--- src/rtl/ysyx_22041207_ifu.sv ---
// ---------------------------------------------------------------------------
// ysyx_22041207_ifu -- instruction fetch unit
//
// Owns the architectural fetch PC. It issues one request at a time on a
// valid/ready instruction-memory port. The fetched word is presented to the
// IF/ID register as an inst/pc pair. That pair is held while decode stalls
// (bubble). A redirect loads a new PC, and any response still in flight at
// that moment is thrown away.
//
// Ports
//   clk             clock, all state updates on the rising edge
//   rst             synchronous reset, active high
//   bubble          decode stalled: hold the current inst/pc
//   redirect_valid  control-flow change this cycle
//   redirect_pc     new fetch PC (word aligned, stored unchanged)
//   imem_req_valid  fetch request valid
//   imem_req_ready  memory accepts the request
//   imem_req_addr   fetch address (always the internal fetch PC)
//   imem_resp_valid read data valid, one per accepted request
//   imem_resp_data  instruction word
//   inst            instruction to IF/ID, zero unless inst_valid
//   pc              PC of inst, zero unless inst_valid
//   inst_valid      inst/pc carry a live instruction
// ---------------------------------------------------------------------------
module ysyx_22041207_ifu #(
    parameter int                ADDR_W   = 64,
    parameter logic [ADDR_W-1:0] RESET_PC = 64'h8000_0000
) (
    input  logic              clk,
    input  logic              rst,
    input  logic              bubble,
    input  logic              redirect_valid,
    input  logic [ADDR_W-1:0] redirect_pc,
    output logic              imem_req_valid,
    input  logic              imem_req_ready,
    output logic [ADDR_W-1:0] imem_req_addr,
    input  logic              imem_resp_valid,
    input  logic [31:0]       imem_resp_data,
    output logic [31:0]       inst,
    output logic [ADDR_W-1:0] pc,
    output logic              inst_valid
);

    // REQ     : address on the port, waiting for acceptance
    // WAIT    : request accepted, waiting for its response
    // DISCARD : request accepted but since redirected; drop its response
    // HOLD    : instruction delivered, held until decode takes it
    typedef enum logic [1:0] {
        ST_REQ     = 2'd0,
        ST_WAIT    = 2'd1,
        ST_DISCARD = 2'd2,
        ST_HOLD    = 2'd3
    } state_t;

    state_t            state_r;
    state_t            state_nxt_s;
    logic [ADDR_W-1:0] pc_r;
    logic [ADDR_W-1:0] pc_nxt_s;
    logic [31:0]       inst_r;
    logic [31:0]       inst_nxt_s;
    logic              accept_s;
    logic              hold_s;

    // The handshake completes only when a request is actually being offered.
    assign accept_s = imem_req_valid && imem_req_ready;

    // Next-state, next-PC and next-instruction selection; redirect wins everywhere.
    always_comb begin
        state_nxt_s = state_r;
        pc_nxt_s    = pc_r;
        inst_nxt_s  = inst_r;
        case (state_r)
            ST_REQ: begin
                if (redirect_valid) begin
                    pc_nxt_s = redirect_pc;
                    // The old address may already have been taken by memory.
                    // In that case its response must still be drained.
                    if (accept_s) begin
                        state_nxt_s = ST_DISCARD;
                    end else begin
                        state_nxt_s = ST_REQ;
                    end
                end else if (accept_s) begin
                    state_nxt_s = ST_WAIT;
                end else begin
                    state_nxt_s = ST_REQ;
                end
            end
            ST_WAIT: begin
                if (imem_resp_valid) begin
                    if (redirect_valid) begin
                        // The response belongs to the old path, so it is dropped.
                        pc_nxt_s    = redirect_pc;
                        state_nxt_s = ST_REQ;
                    end else begin
                        inst_nxt_s  = imem_resp_data;
                        state_nxt_s = ST_HOLD;
                    end
                end else if (redirect_valid) begin
                    pc_nxt_s    = redirect_pc;
                    state_nxt_s = ST_DISCARD;
                end else begin
                    state_nxt_s = ST_WAIT;
                end
            end
            ST_DISCARD: begin
                if (redirect_valid) begin
                    pc_nxt_s = redirect_pc;
                end else begin
                    pc_nxt_s = pc_r;
                end
                // Leave only once the stale response has been swallowed.
                // Otherwise two requests could be in flight at once.
                if (imem_resp_valid) begin
                    state_nxt_s = ST_REQ;
                end else begin
                    state_nxt_s = ST_DISCARD;
                end
            end
            ST_HOLD: begin
                if (redirect_valid) begin
                    pc_nxt_s    = redirect_pc;
                    state_nxt_s = ST_REQ;
                end else if (!bubble) begin
                    // Sequential advance; wraps naturally at the top of the space.
                    pc_nxt_s    = pc_r + ADDR_W'(4);
                    state_nxt_s = ST_REQ;
                end else begin
                    state_nxt_s = ST_HOLD;
                end
            end
            default: begin
                state_nxt_s = ST_REQ;
            end
        endcase
    end

    // State, fetch PC and held instruction registers with synchronous reset.
    always_ff @(posedge clk) begin
        if (rst) begin
            state_r <= ST_REQ;
            pc_r    <= RESET_PC;
            inst_r  <= 32'd0;
        end else begin
            state_r <= state_nxt_s;
            pc_r    <= pc_nxt_s;
            inst_r  <= inst_nxt_s;
        end
    end

    // Outputs decode the registered state. Reset forces them quiet in the
    // same cycle, even before the first reset edge has been seen.
    assign hold_s         = (state_r == ST_HOLD) && !rst;
    assign imem_req_valid = (state_r == ST_REQ) && !rst;
    assign imem_req_addr  = pc_r;
    assign inst_valid     = hold_s;
    assign inst           = hold_s ? inst_r : 32'd0;
    assign pc             = hold_s ? pc_r : {ADDR_W{1'b0}};

endmodule

--- config.mk ---
export PLATFORM = sky130hd
export DESIGN_NAME = ysyx_22041207_ifu
export DESIGN_NICKNAME = d
export VERILOG_FILES = /design/src/rtl/ysyx_22041207_ifu.sv
export SDC_FILE = /design/constraint.sdc
export NUM_CORES = 1
export LEC_CHECK = 0
export CELL_PAD_IN_SITES_DETAIL_PLACEMENT = 2
export CELL_PAD_IN_SITES_GLOBAL_PLACEMENT = 2
export CORE_MARGIN = 2
export CORE_UTILIZATION = 22
export DETAILED_ROUTE_END_ITERATION = 8
export GPL_TIMING_DRIVEN = 0
export PLACE_DENSITY = 0.91
export SYNTH_ARGS = -nofsm -noshare
export SYNTH_HDL_FRONTEND = slang
export SYNTH_SLANG_ARGS = --single-unit
--- constraint.sdc ---
create_clock -name clk -period 2.71 [get_ports clk]
set_clock_uncertainty 0.05 [all_clocks]
set_input_delay 0.271 -clock clk [delete_from_list [all_inputs] [get_ports clk]]
set_output_delay 0.271 -clock clk [all_outputs]
set_load 0.01 [all_outputs]
==> results of run 1 <==
[power breakdown]
part           total, µW  internal (µW)  switching, µW
Combinational        697            362            334
Sequential          1660           1520            142
Clock               1440            750            687
Total               3790           2630           1160
[Yosys cell counts (4+ instances only)]
master,count
or3_1,12
xor2_1,5
o21ai_0,20
a21oi_1,58
a31oi_1,4
nand2_1,99
and4_1,13
a2111oi_0,16
nor2_1,61
a311oi_1,9
and2_1,91
dfxtp_1,98
nand4_1,24
inv_1,27
or4_1,9
nor3b_1,8
nor4b_1,4
buf_1,4
nor4_1,16
and3_1,21
clkbuf_1,52
nand3_1,29
nor3_1,28
xnor2_1,7
nand3b_1,6
a211oi_1,21
o21bai_1,6
[stage by stage]
| stage | setup TNS [ps] | utilization | area, µm² | hold slack, ps |
|---|---|---|---|---|
| 6_report | -62.5 | 0.368 | 9850 | 403 |
| 5_1_grt | -465 | 0.368 | 9850 | 410 |
| 4_1_cts | -10.1 | 0.359 | 9620 | 399 |
| 3_5_place_dp | -159000 | 0.337 | 9030 | 399 |
| 3_3_place_gp | -146340 | 0.337 | 9030 | 387 |
| 2_1_floorplan | 0 | - | 5970 | 357 |
[state kept, by name, indices dropped and copies added (netlist names)]
name	count
inst_r	32
state_r	2
imem_req_addr	64
[routing by layer]
layer  vias up  track usage  share of wire
met4         0        0.108          0.041
met2       436        0.412           0.48
li1       3482            -              -
met5         -            0              0
met3       101       0.0673          0.084
met1      3921        0.284           0.40
[cells by family (layout without fill, tap and decap cells)]
group	count (synthesis)	count (layout)	synth area share
buffers and inverters	87	380	0.0575
multiplexers	2	2	0.00336
AO/OA/AOI/OAI	162	162	0.181
XOR/XNOR	12	12	0.0176
other	0	1	0
flip-flops	98	98	0.329
adder cells (fa/ha/maj)	3	3	0.00629
AND/OR/NAND/NOR	439	439	0.405
[layout make-up]
type                            count  area, µm²  area share
Clock inverter                      5       62.6     0.00635
Antenna cell                        1       2.50    0.000254
Tap cell                          341        427      0.0433
Inverter                           28        108      0.0109
Buffer                             56        364      0.0369
Sequential cell                    98       1990       0.201
Timing Repair Buffer              280       2820       0.286
Multi-Input combinational cell    618       3850       0.390
Clock buffer                       11        243      0.0246
[cells in the final DEF (no fill, tap or decap), drive strengths merged, types with 4 or more instances in the layout]
cell           netlist  final
clkdlybuf4s50        0    228
nand2               99     99
dfxtp               98     98
and2                91     91
nor2                61     61
a21oi               58     58
clkbuf              52     54
nand3               29     29
inv                 27     29
buf                  7     29
nor3                29     29
nand4               25     25
dlymetal6s2s         0     22
a211oi              21     21
and3                21     21
o21ai               20     20
nor4                19     19
a2111oi             18     18
and4                13     13
dlygate4sd2          0     13
or3                 13     13
or4                 11     11
a311oi               9      9
nor3b                8      8
xnor2                7      7
o21bai               6      6
nand3b               6      6
xor2                 5      5
a31oi                4      4
nor4b                4      4
[worst min-delay path, cell delays in order]
cell	delay [ps]
clkdlybuf4s50_1	400
nand2_1	50
a21oi_1	50
[worst paths after layout]
kind / start / to / slack, ps / cells after the start
worst min register to register: inst_r[29] / inst_r[29] / 410 / 2
worst max-delay path: imem_req_addr[23] / imem_req_addr[63] / -60 / 7
worst min-delay path: imem_resp_data[5] / inst_r[5] / 400 / 3
worst max register to register: imem_req_addr[23] / imem_req_addr[63] / -60 / 7
[what timing repair did]
action,4_1_cts,5_1_grt
pin swaps,4,10
buffers inserted,10,7
hold buffers,0,0
endpoints found under the setup margin,178,140
gates resized for setup,89,72
==> metrics.md, run 1 <==
| Metric | Value |
|---|---|
| Outcome | `finished, violations left` |
| Hold Fails Final Rpt | `0` |
| Async set or reset register ratio after synthesis | `0` |
| Slew headroom | `0.456` |
| Worst Max-Slew Pin Slew | `816 ps` |
| 1st-pass router iterations | `5` |
| Width of the die | `169 µm` |
| Root Buffer | `clkbuf_16` |
| Crit share post-route | `1.02` |
| Power Dens Cells | `385 nW/µm²` |
| Clk slew on worst S/H paths | `90 ps` |
| Number of vias per cell | `5.52` |
| Worst Setup Slack post-DPL | `-1550 ps` |
| Warnings from Yosys | `0` |
| CP top delay family | `simple AND/OR/NAND/NOR gates` |
| DRT Wirelength | `36.2 mm` |
| Post-synth EDFFs | `0` |
| CTS HTree Levels | `3` |
| All-Layer GR Usage | `0.242` |
| Setup WS post-layout | `-60.4 ps` |
| Row count | `60` |
| Initial Util | `0.223` |
| Clock insertion delay at the later pin of the skew report | `about 370 ps` |
| Fillers | `3011` |
| Synth cell types | `61` |
| Worst endpoint required time | `2870 ps` |
| Fmax | `0.361 GHz` |
| Syn Inst Count | `between 800 and 900` |
| CTS buffer count | `9` |
| Share of the synthesized area in the top cell type | `0.329` |
| Clock Tree Buf Depth | `2` |
| Core area | `26800 µm²` |
| Leading post-synthesis cells by cell area | `dfxtp_1 (33%), and2_1 (9.5%), nand2_1 (6.2%), a21oi_1 (4.9%), nor2_1 (3.8%)` |
| Crit-path cells | `nand4_1 -> or4_4 -> buf_6 -> buf_2 -> nor4_4 -> a311oi_1 -> a2111oi_0` |
| Max-cap violation count | `0` |
| CP Class | `reg -> reg` |
| Avg WL per Cell | `25.2 µm` |
| Total power | `3790 µW` |
| Number of synthesized register bits | `slightly below 100` |
| CTS tree | `built` |
| Worst vdd ir | `286 µV` |
| Total grt overflow | `0` |
| Die ar. | `28500 µm²` |
| Top FF cell, synth | `dfxtp_1` |
| Slew Limit Fails | `0` |
| Buf+Inv Stages, Crit Path | `2` |
| Ratio of cells with drive above 1 in the final layout | `0.109` |
| CP max FO | `10` |
| Min cycle time layout | `2770 ps` |
| Static leakage | `0.00393 µW` |
| Antenna violations before repair | `1` |
| Post-DRT Antenna Nets | `0` |
| Vias in the first global route | `8528` |
| Largest net degree at the start of global routing | `17` |
| Area leader, netlist | `dfxtp_1` |
| Cell with the largest stage delay on the worst path | `or4_4` |
| Port Buffer Count | `263` |
| CP Capture Type | `register` |
| DP HPWL | `25.3 mm` |
| HP Class | `in -> reg` |
| CTS sink count | `98` |
| Critical Path AT | `around 2900 ps` |
| Placed insts | `approximately 1400` |
| Height of the die | `about 170 µm` |
| Violations in the final reports | `setup timing` |
| I/O Pins | `264` |
| Mapped Area | `5970 µm²` |
| 1st-iter DRT viols | `605` |
| Synth-to-Final Area Change | `65.1%` |
| Setup violators final | `2` |
| Mean Syn Cell Area | `7.43 µm²` |
| Layout Cells excl Fill | `1438` |
| Syn nets | `908` |
| Vias | `between 7000 and 8000` |
| Sequential share of the synthesized area | `0.329` |
| CP startpoint kind | `register` |
| First-pass GRT wire length | `52.7 mm` |
| GP Congestion | `0.864` |
| DRC | `0` |
| Fin nets | `roughly 1200` |
| Max incr delay on CP | `550 ps` |
No activity file was read; power rests on OpenSTA's default activity.
==> run 2, diff against run 1 <==
--- a/config.mk
+++ b/config.mk
@@ -5,6 +5,7 @@
 export SDC_FILE = /design/constraint.sdc
 export NUM_CORES = 1
 export LEC_CHECK = 0
+export CAP_MARGIN = 0
 export CELL_PAD_IN_SITES_DETAIL_PLACEMENT = 2
 export CELL_PAD_IN_SITES_GLOBAL_PLACEMENT = 2
 export CORE_MARGIN = 2
==> results of run 2 <==
The final DEF is identical to that of run 1; final timing and power are the same.
==> run 3, diff against run 2 <==
--- a/config.mk
+++ b/config.mk
@@ -12,7 +12,7 @@
 export CORE_UTILIZATION = 22
 export DETAILED_ROUTE_END_ITERATION = 8
 export GPL_TIMING_DRIVEN = 0
-export PLACE_DENSITY = 0.91
+export PLACE_DENSITY_LB_ADDON = 0.12
 export SYNTH_ARGS = -nofsm -noshare
 export SYNTH_HDL_FRONTEND = slang
 export SYNTH_SLANG_ARGS = --single-unit
==> run 3 against run 2 <==
- the flow now finishes without violations
- final cell count decreased by 0.56%
- sequential share of layout area rose by 0.33 points
- final area shrank 1.4%
- utilization down 0.52 points
- sequential cell count stayed put
- count of clock-buffer cells in the layout down 2
- via count is 7.4% lower
- wire length is 9.7% lower
- largest cell class unchanged
- largest power group unchanged
==> metrics.md, run 3 (synthesized netlist as in run 1, its figures left out) <==
| Metric | Value |
|---|---|
| Avg WL per Cell | `22.9 µm` |
| Sw frac | `0.303` |
| Min-delay src | `imem_resp_data[24]` |
| Worst vdd ir | `roughly 320 µV` |
| Commonest cells after routing, fill and taps aside | `clkdlybuf4s50_1 (245), nand2_1 (98), and2_1 (91), dfxtp_1 (80), nor2_1 (60)` |
| Outcome | `complete, no violations` |
| Vias | `~7400` |
| Post-DRT Antenna Nets | `0` |
| Setup violators final | `0` |
| Cell-internal power | `~2600 µW` |
| DRT Wirelength | `32.7 mm` |
| R2R depth | `8` |
| M3 GR Usage | `0.0549` |
| Slew Limit Fails | `0` |
| Row count | `60` |
| Reg2reg setup slack | `around 100 ps` |
| CP startpoint | `rst` |
| Hold endpoint | `inst_r[24]` |
| First-pass GRT wire length | `49.1 mm` |
| Clock share of power | `0.383` |
| R2R Path End | `imem_req_addr[47]` |
| Crit share post-route | `0.972` |
| Ratio of cells with drive above 1 in the final layout | `0.0927` |
| Slew headroom | `0.357` |
| Cell with the largest stage delay on the worst path | `clkdlybuf4s50_1` |
| Max-cap violation count | `0` |
| Met2 Use GR | `0.373` |
| Cts hold-fix bufs | `0` |
| Width of the die | `between 150 and 200 µm` |
| Buf+Inv Stages, Crit Path | `6` |
| Hold Fails Final Rpt | `0` |
| All-Layer GR Usage | `0.227` |
| Comb power frac | `0.177` |
| Core area | `between 20000 and 30000 µm²` |
| CP Capture Type | `output port` |
| CTS buffer count | `9` |
| Hold-critical path depth | `3` |
| Hold WS | `400 ps` |
| Port Buffer Count | `263` |
| Sequential fraction of design power | `0.440` |
| Setup TNS | `0 ps` |
| Clock insertion delay at the later pin of the skew report | `360 ps` |
| Met1 usage | `0.292` |
| Initial Util | `0.223` |
| CTS HTree Levels | `3` |
| Clock Tree Buf Depth | `2` |
| Switching component of the power | `1140 µW` |
| CTS sink count | `between 90 and 100` |
| RR Startpoint | `imem_req_addr[5]` |
| GP Congestion | `0.811` |
| Critical Path AT | `2310 ps` |
| Static leakage | `0.00367 µW` |
| HP Class | `in -> reg` |
| Global route hottest layer | `met2` |
| Fin nets | `1189` |
| Antenna violations before repair | `2` |
| Most common cell after layout, fill and taps aside | `clkdlybuf4s50_1` |
| Largest net degree at the start of global routing | `19` |
| Total grt overflow | `0` |
| Fmax | `0.379 GHz` |
| Clk slew on worst S/H paths | `80 ps` |
| Height of the die | `169 µm` |
| I/O Pins | `264` |
| Crit-path cells | `dlygate4sd2_1 -> clkbuf_8 -> clkbuf_4 -> clkbuf_4 -> buf_4 -> nor3_1 -> clkdlybuf4s50_1` |
| Number of vias per cell | `5.14` |
| CP Class | `in -> out` |
| 1st-iter DRT viols | `315` |
| Number of diodes | `0` |
| Min cycle time layout | `2640 ps` |
| Worst Max-Slew Pin Slew | `955 ps` |
| Die ar. | `approximately 28000 µm²` |
| Root Buffer | `clkbuf_16` |
| Power Dens Cells | `just under 400 nW/µm²` |
| CTS tree | `built` |
| Max FFs per register | `64` |
| CP top delay family | `buffers and inverters` |
| RSZ-0062 raised after global routing | `true` |
| Synth-to-Final Area Change | `62.8%` |
| Max incr delay on CP | `630 ps` |
| 1st-pass router iterations | `4` |
| DRC | `0` |
| Most frequent CP cell | `clkbuf_4` |
| CP startpoint kind | `input port` |
| Worst endpoint required time | `roughly 2400 ps` |
| CP max FO | `10` |
| DP HPWL | `24.5 mm` |
| Vias in the first global route | `7839` |
-- run 3: worst max-delay path by stage --
stage | end | slack (ps) | cells after the start
after detailed placement | pc[52] | -1540 | 7
after floorplan | imem_req_addr[31] | 200 | 7
final | imem_req_valid | 70 | 7
after global placement | pc[52] | -1540 | 7
after CTS | pc[52] | 9 | 7
after global routing | inst_r[30] | -50 | 9
-- run 3: repair_timing --
item | CTS | global route
pin swaps | 3 | 9
resized for setup | 73 | 55
cloned | 0 | 0
endpoints found under the setup margin | 190 | 119
setup buffers | 8 | 3
-- run 3: stage by stage --
stage          std cells   util  total power (µW)  instance area, µm²  setup WS, ps
6_report            1430  0.362              3740                9710          74.8
3_3_place_gp        1407  0.337              2310                9030         -1540
2_1_floorplan        803      -              1870                5970           197
3_5_place_dp        1407  0.337              2320                9030         -1540
4_1_cts             1428  0.357              3790                9570          8.56
5_1_grt             1430  0.362              3900                9710         -48.8
-- run 3: tightest hold or removal path, stage by stage --
cell and delay [ps]:
clkdlybuf4s50_1 400, nand2_1 50, a21oi_1 50
-- run 3: cell type report --
class | instances | area, µm²
fill | 3078 | 17100
sequential | 98 | 1990
clock inverter | 7 | 83.8
timing repair buffer | 274 | 2740
tap | 341 | 427
inverter | 28 | 106
multi-input combinational | 618 | 3800
buffer | 55 | 344
clock buffer | 9 | 225
-- run 3: per-layer routing --
layer	part of all wire	wire, µm
met1	0.46	14900
met2	0.46	14900
met3	0.060	1960
met4	0.027	893
met5	0.00021	7
-- run 3: power by group through the flow --
| stage | Clock, µW | Sequential [µW] | Combinational, µW |
|---|---|---|---|
| 2_1_floorplan | 0 | 1660 | 215 |
| 3_3_place_gp | 0 | 1670 | 641 |
| 3_5_place_dp | 0 | 1670 | 648 |
| 4_1_cts | 1480 | 1650 | 666 |
| 5_1_grt | 1520 | 1670 | 717 |
| 6_report | 1430 | 1650 | 664 |
==> RTL change 1 (settings of run 1) <==
The parameter `ADDR_W` goes from 64 to 32.
--- a/src/rtl/ysyx_22041207_ifu.sv
+++ b/src/rtl/ysyx_22041207_ifu.sv
@@ -24,5 +24,5 @@
 // ---------------------------------------------------------------------------
 module ysyx_22041207_ifu #(
-    parameter int                ADDR_W   = 64,
+    parameter int                ADDR_W   = 32,
     parameter logic [ADDR_W-1:0] RESET_PC = 64'h8000_0000
 ) (
Interface: changed (resized imem_req_addr, pc and redirect_pc); port bits go from 264 to 168. The function was not compared with the original's and may differ.
==> RTL change 1 against run 1 <==
Sequential cell count down 32. Worst setup slack better by 0.21 ns. Area after synthesis down 39%. Total power down 32%. Via count down 46%. Design area down 40%. Routed wire length down 52%. Fmax up 8.0%.
==> RTL change 1: results (changes against run 1) <==
- Final #Nets: 731 (was 1196)
- Synthesized area: 3641 um^2 (was 5967 um^2)
- Post-synth cell types: 54 (was 61)
- Placed Area: 5578 um^2 (was 9026 um^2)
- Static leakage: 0.002076 uW (was 0.003934 uW)
- Dpl cells: 867 (was 1407)
- Maximum VDD drop: 0.2504 mV (was 0.2856 mV)
- GRT Util Overall: 0.1985 (was 0.2421)
- Worst Setup SP: state_r[0] (was imem_req_addr[23])
- Syn_nets: 554 (was 908)
- Detailed Place HPWL: 13330 um (was 25320 um)
- Mean Syn Cell Area: 7.570 um^2 (was 7.431 um^2)
- First-pass GRT wire length: 26950 um (was 52680 um)
- Total iterations of the first detailed-routing run: 4 (was 5)
- Setup bufs post-CTS: 0 (was 10)
- Drt initial violations: 116 (was 605)
- Status: finished, final reports clean (was finished, violations left)
- Clock Latency Late Sink: 0.35 ns (was 0.37 ns)
- Power share of the clock group: 0.439 (was 0.379)
- N_diodes: 0 (was 1)
- Final std cells w/o fill: 883 (was 1438)
- Share of layout cells above drive strength 1: 0.07089 (was 0.1086)
- Area contributors post-synth: dfxtp_1 36%, and2_1 10%, nand2_1 8.6% (was dfxtp_1 33%, and2_1 9.5%, nand2_1 6.2%)
- Most instantiated cells after synthesis: 83 x nand2_1, 66 x dfxtp_1, 59 x and2_1 (was 99 x nand2_1, 98 x dfxtp_1, 91 x and2_1)
- Via count: 4320 (was 7940)
-- RTL change 1: cell count changes after synthesis, sizes merged, moves of 16 or more --
cell,delta
a2111oi,-17
and2,-31
and3,-16
clkbuf,-22
dfxtp,-32
inv,-19
nand4,-16
nor2,-24
-- RTL change 1: path summary, 6_finish.rpt --
check / end / slack (ns) / cells after the start
max: inst[0] / 0.15 / 6
min: imem_req_addr[21] / 0.17 / 2
max reg2reg: imem_req_addr[21] / 0.27 / 5
min reg2reg: inst_r[16] / 0.40 / 2
-- RTL change 1: what timing repair did --
| action | CTS | global route |
|---|---|---|
| hold endpoints to repair | 0 | 0 |
| pin swaps | 1 | 1 |
| resized for setup | 13 | 18 |
| endpoints found under the setup margin | 62 | 71 |
-- RTL change 1: cells by family after synthesis --
kind of cell,Yosys count,share of synthesized area
xor gates and xnor gates,13,0.03127
adders and majority gates,3,0.01031
DFF,66,0.3629
and+or+nand+nor,258,0.3656
AOI/OAI and AO/OA,93,0.1571
muxes,5,0.01375
buffers and inverters,43,0.05910
-- RTL change 1: cell type report --
type                            count  area share
Multi-Input combinational cell    372      0.3587
Buffer                             35     0.03703
Sequential cell                    66      0.2234
Timing Repair Buffer              166      0.2814
Clock inverter                      4    0.004444
Clock buffer                       12     0.04338
Tap cell                          220     0.04655
Inverter                            8    0.005078
-- RTL change 1: routing by layer --
| layer | wire length, um | vias up | track usage |
|---|---|---|---|
| li1 | - | 2016 | - |
| met1 | 6970 | 2145 | 0.2155 |
| met2 | 9016 | 134 | 0.3618 |
| met3 | 1159 | 25 | 0.06590 |
| met4 | 326 | 0 | 0.06571 |
| met5 | 0 | - | 0 |
==> RTL change 2 (config.mk and constraints of run 1) <==
Without the edit above. Re-encode `state_t` (4 states) as one-hot, 4 bits wide.
--- a/src/rtl/ysyx_22041207_ifu.sv
+++ b/src/rtl/ysyx_22041207_ifu.sv
@@ -46,9 +46,9 @@
     // DISCARD : request accepted but since redirected; drop its response
     // HOLD    : instruction delivered, held until decode takes it
-    typedef enum logic [1:0] {
-        ST_REQ     = 2'd0,
-        ST_WAIT    = 2'd1,
-        ST_DISCARD = 2'd2,
-        ST_HOLD    = 2'd3
+    typedef enum logic [3:0] {
+        ST_REQ     = 4'b0001,
+        ST_WAIT    = 4'b0010,
+        ST_DISCARD = 4'b0100,
+        ST_HOLD    = 4'b1000
     } state_t;
 
Behaviour: same outputs for any inputs over 4 cycles, from zero or initial values and one cycle with rst high; so few cycles prove little.
==> RTL change 2 against run 1 <==
The flow still finishes with violations (negative setup slack). Global-route usage is 1.2 points higher. Area after synthesis is 11% higher. Total power is 8.3% higher. Routed wire length is 18% higher. Worst setup slack worse by 0.083 ns. Sequential cell count is 2 higher. Design area is 5.7% higher. Count of clock-buffer cells in the layout is 1 lower. Synthesized cell count is 13% higher. Largest power group unchanged.
==> RTL change 2: results (changes against run 1) <==
- Status: finished, violations left (unchanged)
- Failing checks: negative setup slack (unchanged)
- Clock Tree Root: clkbuf_16 (unchanged)
- Sequential area share after synthesis: 0.3022 (was 0.3288)
- Total iterations of the first detailed-routing run: 6 (was 5)
- Placer Congestion: 0.8835 (was 0.8640)
- Port Buffers: 262 (was 263)
- First-pass GRT wire length: 60090 um (was 52680 um)
- Worst setup margin: -0.1435 ns (was -0.06043 ns)
- Via/cell ratio: 5.708 (was 5.522)
- R2R depth: 7 (unchanged)
- Adder-cell share of the synthesized area: 0.001889 (was 0.006291)
- Complex-gate fraction of the synthesized area: 0.2442 (was 0.1812)
- Detailed Place HPWL: 30210 um (was 25320 um)
- FFs w/ async S/R, synth: 0 (unchanged)
- Synth warn: 0 (unchanged)
- Placed Area: 9734 um^2 (was 9026 um^2)
- Antenna viol nets, final: 0 (unchanged)
- HP Start: inst_r[23] (was imem_resp_data[5])
- Static leakage: 0.004063 uW (was 0.003934 uW)
- Multiplexer share of the synthesized area: 0.01209 (was 0.003355)
- R2r startpoint: state_r[2] (was imem_req_addr[23])
- RR Endpoint: imem_req_addr[56] (was imem_req_addr[63])
- Area contributors post-synth: dfxtp_1 30%, and2_1 8.7%, nand2_1 7.2% (was dfxtp_1 33%, and2_1 9.5%, nand2_1 6.2%)
- Final #Nets: 1316 (was 1196)
- Drt initial violations: 855 (was 605)
- Initial antenna violation count: 4 (was 1)
- Crit path arrival time: 3.02 ns (was 2.93 ns)
- Internal Pwr Total: 2732 uW (was 2630 uW)
- Synth Flop Type: dfxtp_1 (unchanged)
- Peak per-stage delay on the critical path: 0.65 ns (was 0.55 ns)
- Post-Place Worst Slack: -1.373 ns (was -1.551 ns)
- Clk buf depth: 2 (unchanged)
- Crit-path slowest cell: clkbuf_1 (was or4_4)
- GRT Util Overall: 0.2541 (was 0.2421)
- CTS Buf Count: 9 (unchanged)
- Largest net degree at the start of global routing: 18 (was 17)
- Slew margin rel.: 0.3786 (was 0.4562)
- Crit Path Max Fanout: 10 (unchanged)
- Share of layout cells above drive strength 1: 0.1420 (was 0.1086)
- Congestion Overflow GR: 0 (unchanged)
- Maximum VDD drop: 0.2558 mV (was 0.2856 mV)
- Clock transition at the registers of the reported paths: 0.08 ns
- Finish-stage setup viols: 11 (was 2)
- Post-Synth XOR/XNOR Area: 0.001322 (was 0.01761)
- Most instantiated cells after synthesis: 127 x nand2_1, 100 x dfxtp_1, 92 x and2_1 (was 99 x nand2_1, 98 x dfxtp_1, 91 x and2_1)
- Top delay family on crit path: simple AND/OR/NAND/NOR gates (unchanged)
- Largest register FFs: 64 (unchanged)
- Worst setup path class: flop to flop (unchanged)
- Avg WL per Cell: 26.57 um (was 25.19 um)
- Post-synth cell types: 71 (was 61)
- Clock Latency Late Sink: 0.36 ns
- H-tree levels: 3 (unchanged)
- Worst Hold Class: flop to flop (was input port to flop)
- Reg power frac: 0.427 (was 0.437)
- Syn_nets: 1014 (was 908)
- Vias in the first global route: 9466 (was 8528)
[RTL change 2: cell types whose count changed after synthesis, sizes merged, moves of 17 or more]
| cell | change |
|---|---|
| nand2 | +28 |
| buf | +17 |
| a2111oi | -18 |
| o211ai | +25 |
| a21oi | +32 |
[RTL change 2: cell type report]
cell class	instances	area, um^2
fill	3450	19220
multi-input combinational	723	4417
timing repair buffer	292	2664
sequential	100	2013
tap	390	488.0
buffer	73	479.2
clock buffer	10	229.0
clock inverter	6	71.32
inverter	14	52.55
antenna	1	2.502
[RTL change 2: worst min-delay path by stage]
stage | cells after the start | slack (ns) | end
finish | 2 | 0.41 | inst_r[23]
detailed placement | 2 | 0.39 | inst_r[23]
floorplan | 2 | 0.36 | inst_r[0]
global route | 3 | 0.42 | inst_r[0]
global placement | 2 | 0.39 | inst_r[9]
CTS | 2 | 0.41 | inst_r[23]
[RTL change 2: power groups by stage]
| stage | Combinational [uW] | Sequential (uW) | Clock, uW |
|---|---|---|---|
| after detailed placement | 916 | 1780 | 0 |
| after CTS | 930 | 1740 | 1400 |
| after global routing | 1020 | 1770 | 1450 |
| after global placement | 892 | 1770 | 0 |
| final | 970 | 1750 | 1390 |
| after floorplan | 353 | 1740 | 0 |
[RTL change 2: stage by stage]
| stage | hold slack [ns] | setup TNS (ns) | cells | utilization | power (uW) |
|---|---|---|---|---|---|
| after floorplan | 0.3570 | 0 | 911 | - | 2094 |
| after global placement | 0.3869 | -88.27 | 1563 | 0.3284 | 2659 |
| after detailed placement | 0.3944 | -99.71 | 1563 | 0.3284 | 2691 |
| after CTS | 0.4051 | 0 | 1595 | 0.3460 | 4068 |
| after global routing | 0.4185 | -0.7867 | 1608 | 0.3514 | 4241 |
| final | 0.4051 | -0.5651 | 1609 | 0.3514 | 4109 |
[RTL change 2: per-layer routing]
| metal | share of wire | global-route usage |
|---|---|---|
| met4 | 0.042 | 0.09631 |
| met5 | 0.00094 | 0 |
| met3 | 0.10 | 0.06834 |
| met2 | 0.47 | 0.4343 |
| met1 | 0.38 | 0.3026 |
[RTL change 2: cells by family (layout without fill, tap and decap cells)]
family / Yosys count / in the layout
AOI/OAI and AO/OA: 252 / 252
xor gates and xnor gates: 1 / 1
adders and majority gates: 1 / 1
buffers and inverters: 88 / 395
DFF: 100 / 100
muxes: 8 / 8
other: 0 / 1
and+or+nand+nor: 461 / 461
[RTL change 2: worst min-delay path, stage by stage, from the launching register on]
cell     delay, ns
dfxtp_1       0.31
nand2_1       0.05
a21oi_1       0.05
[RTL change 2: what timing repair did]
action	in CTS	in global routing
setup buffers	12	13
gates resized for setup	299	28
pin swaps	5	9
hold buffers	0	0
endpoints found under the setup margin	146	86
gates cloned	5	0
